[src/rtl/copy_cmd_dispatch.sv]
// copy_cmd_dispatch: descriptor FIFO and start/done sequencer in front of the copy engine; watchdog via COPY_DISPATCH_WATCHDOG_EN
module copy_cmd_dispatch #(
   parameter int DEPTH   = 8,
   parameter int CNT_W   = 32,
   parameter int TIMEOUT = 4096
) (
   input  logic                     clk,
   input  logic                     rst_n,
   input  logic                     cmd_valid,
   output logic                     cmd_ready,
   input  logic [63:0]              cmd_src,
   input  logic [63:0]              cmd_dst,
   output logic [63:0]              eng_src_addr,
   output logic [63:0]              eng_dst_addr,
   output logic                     eng_start,
   input  logic                     eng_done,
   output logic                     busy,
   output logic [$clog2(DEPTH):0]   fifo_level,
   output logic [CNT_W-1:0]         cmpl_count,
   output logic                     err
);
   localparam int AW = $clog2(DEPTH);
   typedef enum logic {S_IDLE, S_WAIT} state_t;
   state_t        state_q, state_d;
   logic [127:0]  mem [DEPTH];
   logic [AW-1:0] rd_ptr, wr_ptr;
   logic          push, pop, load, done_ok, timeout;
   assign cmd_ready = fifo_level != (AW+1)'(DEPTH);
   assign push      = cmd_valid && cmd_ready;
   assign done_ok   = state_q == S_WAIT && eng_done;
   assign pop       = done_ok || timeout;
   assign busy      = fifo_level != '0 || state_q != S_IDLE;
`ifdef COPY_DISPATCH_WATCHDOG_EN
   localparam int WW = $clog2(TIMEOUT+1);
   logic [WW-1:0] wd_cnt;
   logic          err_q;
   // a done in the final watchdog cycle wins over the timeout
   assign timeout = state_q == S_WAIT && !eng_done && wd_cnt == WW'(TIMEOUT-1);
   assign err     = err_q;
   // watchdog cycle counter and sticky error
   always_ff @(posedge clk)
      if (!rst_n) begin
         wd_cnt <= '0;
         err_q  <= 1'b0;
      end else begin
         wd_cnt <= load ? '0 : state_q == S_WAIT ? wd_cnt + 1'b1 : wd_cnt;
         if (timeout) err_q <= 1'b1;
      end
`else
   assign timeout = 1'b0;
   assign err     = 1'b0;
`endif
   // descriptor storage; contents need no reset since pointers define validity
   always_ff @(posedge clk)
      if (push) mem[wr_ptr] <= {cmd_src, cmd_dst};
   // FIFO pointers and level; the head is popped only when its transfer ends
   always_ff @(posedge clk)
      if (!rst_n) begin
         rd_ptr     <= '0;
         wr_ptr     <= '0;
         fifo_level <= '0;
      end else begin
         if (push) wr_ptr <= wr_ptr + 1'b1;
         if (pop) rd_ptr <= rd_ptr + 1'b1;
         fifo_level <= fifo_level + (AW+1)'(push) - (AW+1)'(pop);
      end
   // FSM state register
   always_ff @(posedge clk)
      if (!rst_n) state_q <= S_IDLE;
      else state_q <= state_d;
   // FSM next state
   always_comb
      state_d = state_q == S_IDLE ? (fifo_level != '0 ? S_WAIT : S_IDLE) : (pop ? S_IDLE : S_WAIT);
   // FSM output decode: issue the head when idle and something is queued
   always_comb
      load = state_q == S_IDLE && fifo_level != '0;
   // registered engine interface; addresses move only when a descriptor is issued
   always_ff @(posedge clk)
      if (!rst_n) begin
         eng_start    <= 1'b0;
         eng_src_addr <= '0;
         eng_dst_addr <= '0;
      end else begin
         eng_start <= load;
         if (load) {eng_src_addr, eng_dst_addr} <= mem[rd_ptr];
      end
   // completion counter, wraps naturally
   always_ff @(posedge clk)
      if (!rst_n) cmpl_count <= '0;
      else if (done_ok) cmpl_count <= cmpl_count + 1'b1;
endmodule

[config.mk]
export PLATFORM = sky130hd
export DESIGN_NAME = copy_cmd_dispatch
export DESIGN_NICKNAME = d
export VERILOG_FILES = /design/src/rtl/copy_cmd_dispatch.sv
export SDC_FILE = /design/constraint.sdc
export NUM_CORES = 1
export LEC_CHECK = 0
export BUFFER_PORTS_ARGS = -buffer_cell sky130_fd_sc_hd__buf_4
export CORE_ASPECT_RATIO = 1.5
export CORE_UTILIZATION = 54
export DETAILED_ROUTE_END_ITERATION = 12
export GPL_ROUTABILITY_DRIVEN = 0
export PLACE_DENSITY = 0.77
export SYNTH_ARGS = -nofsm -noshare
export SYNTH_HDL_FRONTEND = slang
export SYNTH_SLANG_ARGS = --single-unit
[constraint.sdc]
create_clock -name clk -period 10.14 [get_ports clk]
set_input_delay 0.507 -clock clk [delete_from_list [all_inputs] [get_ports clk]]
set_output_delay 0.507 -clock clk [all_outputs]
set_load 0.01 [all_outputs]
==> results by group <==
Clocking
  – CTS tree: done
  – Hold_buf cts: 0
  – Worst-Skew Late Latency: 670 ps
  – CTS root buf: clkbuf_16
  – Clock transition at path regs: 60 ps
  – Post-cts gate resize count: 0
  – Clk buf depth: 3
  – # H-tree levels: 3
  – Setup bufs post-CTS: 0
  – CTS sink cnt: 1196
  – Num CTS Buffers: 104

Worst hold path
  – Worst hold path class: primary input to register
  – Hold_sp: cmd_src[8]
  – Hold EP: mem[7][72]
  – Hold depth: 1

Status
  – Status: finished, final reports clean

Timing
  – Slew Limit Headroom: 20.2%
  – Period utilization: 36.1%
  – Fmax: 0.273 GHz
  – Post-route setup TNS: 0 ps
  – Final Hold Viols: 0
  – # setup viols final: 0
  – Fin Clk Skew: 38.7 ps
  – Tightest Pin Transition: 1200 ps
  – Tmin final: 3660 ps
  – Max-slew violation count: 0
  – Final Worst Setup Slack: 6480 ps
  – Hold_ws: 62.3 ps
  – RSZ-0062 raised after global routing: no

Placed design
  – Placed Cells incl. Taps: 3402
  – Buffers on Ports: 298
  – Post-Place Worst Slack: 6400 ps
  – HPWL Detailed: 50.1 mm

Synthesis
  – Syn Nets: 2302
  – Post-synthesis cell count: 2160
  – Synth Cell Area: 44200 um^2
  – Mapped Avg Cell Area: 20.5 um^2
  – Synth cell types: 38
  – Register area share after synthesis: 77.3%
  – FF+latch count, synth: 1196
  – Yosys warnings: 0

Setup path
  – WS Path Type: register to register
  – CP max-delay cell: buf_4
  – CP startpoint kind: register
  – CP max FO: 53
  – FF-to-FF Start: rd_ptr[0]
  – CP arrival: 4150 ps
  – Critical R2R Capture: eng_dst_addr[47]
  – Crit-path max cell delay: 940 ps
  – CP Buf/Inv Count: 2
  – Worst-path cell chain: buf_4, buf_4, mux4_2, mux2i_1, a21oi_1
  – R2R Setup Slk: 6480 ps
  – Levels on crit path: 5
  – Worst Setup End Kind: register
  – WP data required: 10630 ps
  – Worst R2R Path Depth: 5
  – Worst path most repeated cell: buf_4
  – Family with the most delay on the worst path: buffers and inverters

Drt
  – Routed wire per std cell: 26.1 um
  – Initial DRC Count: 1686
  – Final WL: 94.0 mm
  – Drt drc: 0
  – Routed vias/inst: 6.02
  – DRT Pass-1 Iters: 7
  – Remaining antenna violation count: 0
  – Via count: 21700

GRT
  – First-pass GRT wire length: 142 mm
  – Initial antenna violation count: 14
  – GRT Overall Usage: 23.0%
  – Largest net degree at the start of global routing: 129
  – Vias in the first global route: 22800
  – Total gr overflow: 0

Final layout
  – Fraction of layout cells with a size suffix above 1: 29.4%
  – Area growth from synthesis to layout: 15.5%
  – Fillers: 5466
  – Fin cells: 3603
  – Fin nets: 2610
  – Final Util: 62.9%

Floorplanning
  – Die area: 83100 um^2
  – Die height: 353 um
  – Io pins: 300
  – Die width: 236 um
  – Core ar.: 81200 um^2
  – Row Count: 128
  – Starting density of the core: 54.5%

Power and ir drop
  – Worst IR Drop VDD: 192 uV
  – Pwr dens: 236 nW/um^2
  – Leakage: 16.3 nW

Job
  – MaxCap Viol Count: 0
flip-flops by register name, summed over array words and instances (netlist names):
name          flops
eng_src_addr     64
mem            1024
eng_dst_addr     64
eng_start         1
fifo_level        4
cmpl_count       32
wr_ptr            3
state_q           1
rd_ptr            3
cell usage after synthesis (all sizes together):
master | count | share of area, %
a21o | 1 | 0.017
a21oi | 153 | 1.7
and2 | 3 | 0.042
and3 | 3 | 0.042
and4 | 4 | 0.079
buf | 44 | 0.47
clkbuf | 84 | 0.71
clkinv | 1 | 0.0085
conb | 1 | 0.0085
dfxtp | 172 | 7.8
edfxtp | 1024 | 70
fa | 1 | 0.045
ha | 9 | 0.25
inv | 11 | 0.093
mux2i | 129 | 2.9
mux4 | 256 | 13
nand2 | 20 | 0.17
nand2b | 3 | 0.042
nand3 | 10 | 0.11
nand3b | 1 | 0.017
nand4 | 12 | 0.18
nor2 | 24 | 0.20
nor3 | 4 | 0.045
nor3b | 1 | 0.017
nor4 | 2 | 0.028
o21ai | 135 | 1.5
o31ai | 12 | 0.20
or2 | 2 | 0.028
or3 | 7 | 0.10
or3b | 1 | 0.020
or4 | 14 | 0.24
xnor2 | 8 | 0.16
xor2 | 8 | 0.16
cells by family (layout without fill, tap and decap cells):
logic type | count (synthesis) | in the layout | share of synthesized area, %
other | 1 | 6 | 0.00848
muxes | 385 | 385 | 16.0
DFF | 1196 | 1196 | 77.3
xor gates and xnor gates | 16 | 16 | 0.317
and+or+nand+nor | 111 | 111 | 1.37
buffers and inverters | 140 | 538 | 1.29
AOI/OAI and AO/OA | 301 | 301 | 3.48
adders and majority gates | 10 | 10 | 0.300
metal layers:
layer  global-route usage, %  part of all wire [%]  vias up
li1                        -                     -     9478
met1                    29.9                    40    11300
met2                    38.7                    51      741
met3                    5.15                   7.0      147
met4                    7.23                   2.5       18
met5                       0                  0.13        -
worst max-delay path by stage:
stage                       start                to  slack [ps]
floorplan           fifo_level[2]         mem[2][0]        2710
global placement        rd_ptr[0]  eng_dst_addr[53]        6470
detailed placement      rd_ptr[0]  eng_dst_addr[53]        6400
CTS                     rd_ptr[0]  eng_dst_addr[47]        6320
global route            rd_ptr[0]  eng_dst_addr[47]        6070
finish                  rd_ptr[0]  eng_dst_addr[47]        6480
area by class of cell:
cell class                 instances  area (um^2)  area share (%)
clock inverter                    48          509           0.997
antenna                            5         12.5          0.0245
timing repair buffer             330         2530            4.95
multi-input combinational        824         9560            18.7
inverter                          12         45.0          0.0882
clock buffer                     148         2920            5.72
tap                             1040         1300            2.55
sequential                      1196        34200            67.0
through the flow:
stage                     total power (W)  area [um^2]
final                              0.0120        51100
after global routing               0.0125        51100
after CTS                          0.0121        51100
after detailed placement          0.00821        47600
after global placement            0.00814        47600
after floorplan                   0.00736        44300
cells in the final DEF, fill, tap and decap left out, types with 3 or more instances in the layout:
cell / synthesis / routed
nor2_1: 24 / 18
mux2i_1: 129 / 129
clkbuf_1: 84 / 31
clkbuf_8: 0 / 11
nand2b_1: 3 / 3
xnor2_1: 8 / 8
clkinv_1: 1 / 17
inv_1: 11 / 11
nand4_1: 11 / 11
bufinv_16: 0 / 10
nor2_4: 0 / 6
or4_1: 14 / 14
dfxtp_4: 0 / 3
clkinv_2: 0 / 12
mux4_2: 256 / 256
and2_1: 3 / 3
xor2_1: 8 / 8
a21oi_1: 153 / 152
o21ai_0: 135 / 135
ha_1: 9 / 9
edfxtp_1: 1024 / 1024
dfxtp_1: 172 / 169
nand2_1: 20 / 20
clkinvlp_4: 0 / 5
buf_12: 0 / 4
buf_4: 1 / 326
diode_2: 0 / 5
o31ai_1: 12 / 12
and4_1: 4 / 4
and3_1: 3 / 3
clkbuf_16: 0 / 106
nand3_1: 10 / 10
or3_1: 5 / 5
where the power goes:
group	switching (W)	total [W]	internal, W
registers	0.000201	0.00597	0.00577
logic	0.00120	0.00211	0.000906
clock network	0.00169	0.00395	0.00226
(Power assumes the default switching activity.)
